## src/rtl/spi_xfer_ctrl_if.sv

```systemverilog
// Host-side and byte-engine-side signals of the SPI transaction controller.
// The slave modport is the controller's view; master is the host/engine side.
interface spi_xfer_ctrl_if;
  logic       start;
  logic [7:0] cmd;
  logic [3:0] tx_len;
  logic [3:0] rx_len;
  logic [7:0] tx_data;
  logic       tx_pop;
  logic [7:0] rx_data;
  logic       rx_valid;
  logic       busy;
  logic       done;
  logic       eng_tx_en;
  logic       eng_rx_en;
  logic [7:0] eng_data;
  logic       eng_tx_done;
  logic       eng_rx_done;
  logic [7:0] eng_rx_data;

  modport master (
    output start, cmd, tx_len, rx_len, tx_data, eng_tx_done, eng_rx_done, eng_rx_data,
    input  tx_pop, rx_data, rx_valid, busy, done, eng_tx_en, eng_rx_en, eng_data
  );

  modport slave (
    input  start, cmd, tx_len, rx_len, tx_data, eng_tx_done, eng_rx_done, eng_rx_data,
    output tx_pop, rx_data, rx_valid, busy, done, eng_tx_en, eng_rx_en, eng_data
  );
endinterface

```

## src/rtl/spi_xfer_ctrl.sv

```systemverilog
// SPI transaction sequencer: one command byte, tx_len payload bytes out, rx_len bytes in,
// then a two-cycle chip-select-high gap. Feeds a byte-serial engine one byte at a time.
module spi_xfer_ctrl (
  input logic            clk,
  input logic            rst,
  spi_xfer_ctrl_if.slave bus
);
  typedef enum logic [2:0] {StIdle, StCmd, StTxd, StRxd, StGap} state_e;

  state_e     state_q, state_d;
  logic [3:0] tx_cnt_q, tx_cnt_d;
  logic [3:0] rx_cnt_q, rx_cnt_d;
  logic       gap_q, gap_d;
  logic       tx_en_q, tx_en_d;
  logic       rx_en_q, rx_en_d;
  logic [7:0] eng_data_q, eng_data_d;
  logic [7:0] rx_data_q, rx_data_d;
  logic       rx_valid_q, rx_valid_d;
  logic       busy_q, busy_d;
  logic       done_q, done_d;
  logic       tx_pop;

  always_ff @(posedge clk or posedge rst) begin
    if (rst) begin
      state_q    <= StIdle;
      tx_cnt_q   <= 4'd0;
      rx_cnt_q   <= 4'd0;
      gap_q      <= 1'b0;
      tx_en_q    <= 1'b0;
      rx_en_q    <= 1'b0;
      eng_data_q <= 8'h00;
      rx_data_q  <= 8'h00;
      rx_valid_q <= 1'b0;
      busy_q     <= 1'b0;
      done_q     <= 1'b0;
    end else begin
      state_q    <= state_d;
      tx_cnt_q   <= tx_cnt_d;
      rx_cnt_q   <= rx_cnt_d;
      gap_q      <= gap_d;
      tx_en_q    <= tx_en_d;
      rx_en_q    <= rx_en_d;
      eng_data_q <= eng_data_d;
      rx_data_q  <= rx_data_d;
      rx_valid_q <= rx_valid_d;
      busy_q     <= busy_d;
      done_q     <= done_d;
    end
  end

  always_comb begin
    state_d    = state_q;
    tx_cnt_d   = tx_cnt_q;
    rx_cnt_d   = rx_cnt_q;
    gap_d      = gap_q;
    tx_en_d    = tx_en_q;
    rx_en_d    = rx_en_q;
    eng_data_d = eng_data_q;
    rx_data_d  = rx_data_q;
    rx_valid_d = 1'b0;
    done_d     = 1'b0;
    tx_pop     = 1'b0;

    unique case (state_q)
      StIdle: begin
        if (bus.start) begin
          tx_cnt_d   = bus.tx_len;
          rx_cnt_d   = bus.rx_len;
          eng_data_d = bus.cmd;
          tx_en_d    = 1'b1;
          state_d    = StCmd;
        end
      end
      StCmd, StTxd: begin
        // tx_en stays high across payload bytes so chip select never blips.
        if (bus.eng_tx_done) begin
          if (tx_cnt_q != 4'd0) begin
            tx_pop     = 1'b1;
            eng_data_d = bus.tx_data;
            tx_cnt_d   = tx_cnt_q - 4'd1;
            state_d    = StTxd;
          end else if (rx_cnt_q != 4'd0) begin
            tx_en_d    = 1'b0;
            rx_en_d    = 1'b1;
            eng_data_d = 8'h00;
            state_d    = StRxd;
          end else begin
            tx_en_d = 1'b0;
            state_d = StGap;
          end
        end
      end
      StRxd: begin
        if (bus.eng_rx_done) begin
          rx_data_d  = bus.eng_rx_data;
          rx_valid_d = 1'b1;
          if (rx_cnt_q != 4'd0) begin
            rx_cnt_d = rx_cnt_q - 4'd1;
          end
          if (rx_cnt_q <= 4'd1) begin
            rx_en_d = 1'b0;
            state_d = StGap;
          end
        end
      end
      StGap: begin
        tx_en_d = 1'b0;
        rx_en_d = 1'b0;
        if (!gap_q) begin
          gap_d = 1'b1;
        end else begin
          gap_d   = 1'b0;
          state_d = StIdle;
        end
      end
      default: begin
        state_d = StIdle;
      end
    endcase

    // done marks the first cycle of the chip-select-high gap.
    if (state_d == StGap && state_q != StGap) begin
      done_d = 1'b1;
      gap_d  = 1'b0;
    end
    busy_d = (state_d != StIdle);
  end

  assign bus.tx_pop    = tx_pop;
  assign bus.eng_tx_en = tx_en_q;
  assign bus.eng_rx_en = rx_en_q;
  assign bus.eng_data  = eng_data_q;
  assign bus.rx_data   = rx_data_q;
  assign bus.rx_valid  = rx_valid_q;
  assign bus.busy      = busy_q;
  assign bus.done      = done_q;

`ifndef SYNTHESIS
  a_en_excl: assert property (@(posedge clk) disable iff (rst) !(tx_en_q && rx_en_q));
  a_pop_src: assert property (@(posedge clk) disable iff (rst) tx_pop |-> bus.eng_tx_done);
  a_gap_idle: assert property (@(posedge clk) disable iff (rst)
                               (state_q == StGap) |-> !(tx_en_q || rx_en_q));
`endif
endmodule

```

## src/flat_wrapper.sv

```systemverilog
// flat-port wrapper written by rule: the top's interface ports become plain ports
module spi_xfer_ctrl_flat 
  (clk, rst, bus_start, bus_cmd, bus_tx_len, bus_rx_len, bus_tx_data, bus_eng_tx_done, bus_eng_rx_done, bus_eng_rx_data, bus_tx_pop, bus_rx_data, bus_rx_valid, bus_busy, bus_done, bus_eng_tx_en, bus_eng_rx_en, bus_eng_data);
  spi_xfer_ctrl_if bus_i ();
  input logic clk;
  input logic rst;
  input wire logic [$bits(bus_i.start)-1:0] bus_start;
  input wire logic [$bits(bus_i.cmd)-1:0] bus_cmd;
  input wire logic [$bits(bus_i.tx_len)-1:0] bus_tx_len;
  input wire logic [$bits(bus_i.rx_len)-1:0] bus_rx_len;
  input wire logic [$bits(bus_i.tx_data)-1:0] bus_tx_data;
  input wire logic [$bits(bus_i.eng_tx_done)-1:0] bus_eng_tx_done;
  input wire logic [$bits(bus_i.eng_rx_done)-1:0] bus_eng_rx_done;
  input wire logic [$bits(bus_i.eng_rx_data)-1:0] bus_eng_rx_data;
  output wire logic [$bits(bus_i.tx_pop)-1:0] bus_tx_pop;
  output wire logic [$bits(bus_i.rx_data)-1:0] bus_rx_data;
  output wire logic [$bits(bus_i.rx_valid)-1:0] bus_rx_valid;
  output wire logic [$bits(bus_i.busy)-1:0] bus_busy;
  output wire logic [$bits(bus_i.done)-1:0] bus_done;
  output wire logic [$bits(bus_i.eng_tx_en)-1:0] bus_eng_tx_en;
  output wire logic [$bits(bus_i.eng_rx_en)-1:0] bus_eng_rx_en;
  output wire logic [$bits(bus_i.eng_data)-1:0] bus_eng_data;
  assign bus_i.start = bus_start;
  assign bus_i.cmd = bus_cmd;
  assign bus_i.tx_len = bus_tx_len;
  assign bus_i.rx_len = bus_rx_len;
  assign bus_i.tx_data = bus_tx_data;
  assign bus_i.eng_tx_done = bus_eng_tx_done;
  assign bus_i.eng_rx_done = bus_eng_rx_done;
  assign bus_i.eng_rx_data = bus_eng_rx_data;
  assign bus_tx_pop = bus_i.tx_pop;
  assign bus_rx_data = bus_i.rx_data;
  assign bus_rx_valid = bus_i.rx_valid;
  assign bus_busy = bus_i.busy;
  assign bus_done = bus_i.done;
  assign bus_eng_tx_en = bus_i.eng_tx_en;
  assign bus_eng_rx_en = bus_i.eng_rx_en;
  assign bus_eng_data = bus_i.eng_data;
  spi_xfer_ctrl u_core (.clk(clk), .rst(rst), .bus(bus_i));
endmodule
```

## config.mk

```make
export PLATFORM = sky130hd
export DESIGN_NAME = spi_xfer_ctrl_flat
export DESIGN_NICKNAME = d
export VERILOG_FILES = /design/src/rtl/spi_xfer_ctrl_if.sv /design/src/rtl/spi_xfer_ctrl.sv /design/src/flat_wrapper.sv
export SDC_FILE = /design/constraint.sdc
export NUM_CORES = 1
export LEC_CHECK = 0
export BUFFER_PORTS_ARGS = -buffer_cell sky130_fd_sc_hd__buf_2
export CAP_MARGIN = 10
export CORE_UTILIZATION = 47
export CTS_BUF_LIST = sky130_fd_sc_hd__clkbuf_8
export CTS_CLUSTER_SIZE = 25
export DETAILED_ROUTE_END_ITERATION = 6
export GPL_TIMING_DRIVEN = 0
export PLACE_DENSITY_LB_ADDON = 0.3
export SYNTH_ARGS = -nofsm -noshare
export SYNTH_HDL_FRONTEND = slang
export SYNTH_SLANG_ARGS = --single-unit
```

## constraint.sdc

```tcl
create_clock -name clk -period 2 [get_ports clk]
set_input_delay 0.1 -clock clk [delete_from_list [all_inputs] [get_ports clk]]
set_output_delay 0.1 -clock clk [all_outputs]
set_load 0.02 [all_outputs]
```

==> flow_summary.toml <==
[status]
outcome = "finished clean"

[clock_network]
cts-root-buf = "clkbuf_8"
insertion_delay_ns = 0.28
cts_inserted_buffers = 5
h-tree-depth = 2
clockBufferDepth = 2
path_clk_slew_ns = 0.06
tritoncts = "yes"
cts.sinks = 33

[detailed_routing]
drtIter0Drc = 67
viasPerCell = 5.34
totalWireLength_um = 3920
drt_pass1_iterations = 4
drt-wirelength-per-cell_um = 13.3
vias = 1569
ant_nets = 0
route.detailed.drc = 0

[layout]
syn_to_final_growth_pct = 32.7
antenna_cells = 0
nNetsFinal = 287
final_cell_area_mm2 = 0.00238
utilization_pct = 65.1
layout-drive-gt1-share_pct = 43.5

[grt]
grtUsageMet2_pct = 33.2
use_met1_pct = 26.0
antenna_found_initial = 0
first_global_vias = 1484
track_usage_pct = 20.6
grt_max_degree = 18
use_met3_pct = 6.43
grt_overflow = 0
top_usage_layer = "met2"
grt_pass1_wl_um = 6480

[critical_path]
cp_cell_sequence = "inv_1 -> ha_1 -> nor3b_4 -> nand2_1 -> a21oi_4 -> buf_12 -> mux2_2"
end_kind = "flip-flop"
required_ns = 2.17
cp_max_fo = 8
critPathSlowestCell = "dfrtp_1"
criticalPathCategory = "flip-flop to flip-flop"
cp-start-kind = "flip-flop"
r2r_cells = 7
cp.arrival_ns = 2.07
max_stage_delay_ns = 0.39

[yosys]
ys_seq_elements = 33
syn_nets = 216
ys_async_sr_fraction_pct = 100
synthFlopType = "dfrtp_1"
yosysSeqAreaShare_pct = 46.0
synthDistinctLibCells = 51
synth_area_per_cell_um2 = 10.3
synth_edf_count = 0
yosysWarnings = 0
netlist_instances = 174
syn_area_mm2 = 0.00180

[pwr]
p_seq_share_pct = 29.5
ir_worst_vdd_v = 0.000746
powerDensity_mw_per_mm2 = 1720
p_int_w = 0.00243
switching_share_pct = 40.9
power_switching_w = 0.00168
power_frac_clock_pct = 15.3
power.leakage_nw = 1.18
power_frac_comb_pct = 55.2

[floorplanning]
die_area_mm2 = 0.00407
core_mm2 = 0.00366
pin_count = 59
die_w_um = 63.8
die-height_um = 63.8
fp-row-count = 22
start_util_pct = 49.1

[flow_run]
drv_cap = 0

[sta]
tns_ns = 0
tightestPinTransition_ns = 0.694
setup_viol = 0
fin_hold_ws_ns = 0.0470
fin_crit_sh_pct = 95.0
finalMaxSlewViolations = 0
fmaxAchievable_mhz = 526
fin_worst_skew_ns = 0.00667
finalHoldViolations = 0
timing.slew.headroom_pct = 53.7
min_period_ns = 1.90

[placed_design]
port_buffers = 58
placed_cell_area_mm2 = 0.00218
gp_congestion = 0.798
post-dp-hpwl_um = 2850

[worst_hold_path]
worstHoldPathType = "primary input to flip-flop"
hold_depth = 2
==> flip-flops by register name, summed over array words and instances, names as in the netlist <==
signal                cells
u_core.bus.busy           1
u_core.bus.done           1
u_core.bus.eng_data       8
u_core.bus.eng_rx_en      1
u_core.bus.eng_tx_en      1
u_core.bus.rx_data        8
u_core.bus.rx_valid       1
u_core.gap_q              1
u_core.rx_cnt_q           4
u_core.state_q            3
u_core.tx_cnt_q           4
==> final cells by class <==
type,instances,area (um^2)
Buffer,8,43.8
Clock buffer,6,82.6
Clock inverter,2,33.8
Fill cell,302,1280
Inverter,10,37.5
Multi-Input combinational cell,122,923
Sequential cell,33,826
Tap cell,48,60.1
Timing Repair Buffer,65,378
==> cell usage in the layout, fill, tap and decap left out, types with 2 or more instances in the layout <==
master    instances
a21oi_1           4
nor3_1            2
nand2_1          19
nand3_1           3
or2_2             2
o21ai_1           2
nor2_1            6
ha_1              5
nand4_1           2
clkbuf_8          6
nor3b_4           2
buf_4             5
clkbuf_1          4
o21ai_0          21
nand2b_1          3
dfrtp_1          33
buf_2            60
inv_1            11
mux2_2           17
o211ai_1          3
==> path summary, 6_finish.rpt <==
path,start,to,slack [ns]
worst min-delay path,bus_eng_rx_data[6],u_core.bus.rx_data[6]$_DFFE_PP0P_,0.05
worst max register to register,u_core.tx_cnt_q[0]$_DFFE_PP0P_,u_core.bus.eng_data[7]$_DFFE_PP0P_,0.10
worst max-delay path,u_core.tx_cnt_q[0]$_DFFE_PP0P_,u_core.bus.eng_data[7]$_DFFE_PP0P_,0.10
worst min register to register,u_core.bus.eng_tx_en$_DFFE_PP0P_,u_core.bus.eng_tx_en$_DFFE_PP0P_,0.49
min in group asynchronous,rst,u_core.state_q[0]$_DFF_PP0_,0.48
max in group asynchronous,rst,u_core.tx_cnt_q[1]$_DFFE_PP0P_,1.00
==> worst max-delay path, delay by kind of cell (launching register included) <==
| kind | cells | cell delay, ns |
|---|---|---|
| fa+ha+maj | 1 | 0.19 |
| mux | 1 | 0.32 |
| flops | 1 | 0.39 |
| simple gates | 2 | 0.46 |
| buf+inv | 2 | 0.26 |
| compound gates | 1 | 0.17 |
==> cells in the mapped netlist, types with 2 or more instances <==
cell type	number	area (um^2)
a21oi_1	4	20.0
nand2_1	19	71.3
or2_2	2	12.5
nand4_1	2	12.5
o21ai_1	2	10.0
inv_1	10	37.5
nor2_1	6	22.5
ha_1	5	62.6
dfrtp_1	33	826
buf_2	2	10.0
nand2b_1	3	18.8
nor3_1	3	15.0
o21ai_0	21	105
o211ai_1	3	22.5
nand3_1	3	15.0
mux2_2	17	191
clkbuf_1	5	18.8
==> power by group through the flow <==
stage	registers, W	clock network [W]	logic [W]
global placement	0.00118	0	0.00207
finish	0.00121	0.000630	0.00226
global route	0.00125	0.000670	0.00249
floorplan	0.00142	0	0.00132
CTS	0.00119	0.000646	0.00219
detailed placement	0.00120	0	0.00210
==> kinds of logic (layout without fill, tap and decap cells) <==
group                      count (synthesis)  after routing  synth area share, %
xor gates and xnor gates                   1              1                0.488
muxes                                     19             19                 11.8
AOI/OAI and AO/OA                         48             48                 18.1
buffers and inverters                     19             91                 4.74
adders and majority gates                  5              5                 3.48
and+or+nand+nor                           49             49                 15.4
DFF                                       33             33                 46.0
==> per-layer routing <==
| layer | routed length [um] | part of all wire, % | vias to the layer above |
|---|---|---|---|
| li1 | - | - | 765 |
| met1 | 1740 | 44 | 749 |
| met4 | 49 | 1.2 | 0 |
| met3 | 222 | 5.7 | 6 |
| met2 | 1910 | 49 | 49 |
| met5 | 0 | 0 | - |
==> through the flow <==
stage                     setup WS (ns)  std cells  total power [W]
after floorplan                  0.0565        174          0.00274
after global placement           -0.213        280          0.00325
after detailed placement         -0.220        281          0.00330
after CTS                       0.00251        291          0.00402
after global routing            -0.0127        294          0.00441
final                             0.100        294          0.00410
==> what timing repair did <==
item,CTS,global route
cloned,0,0
resized for setup,1,5
hold buffers,1,0
endpoints found under the hold margin,16,0
pin swaps,1,1
setup buffers,1,4
setup endpoints to repair,9,11
(Power assumes the default switching activity.)
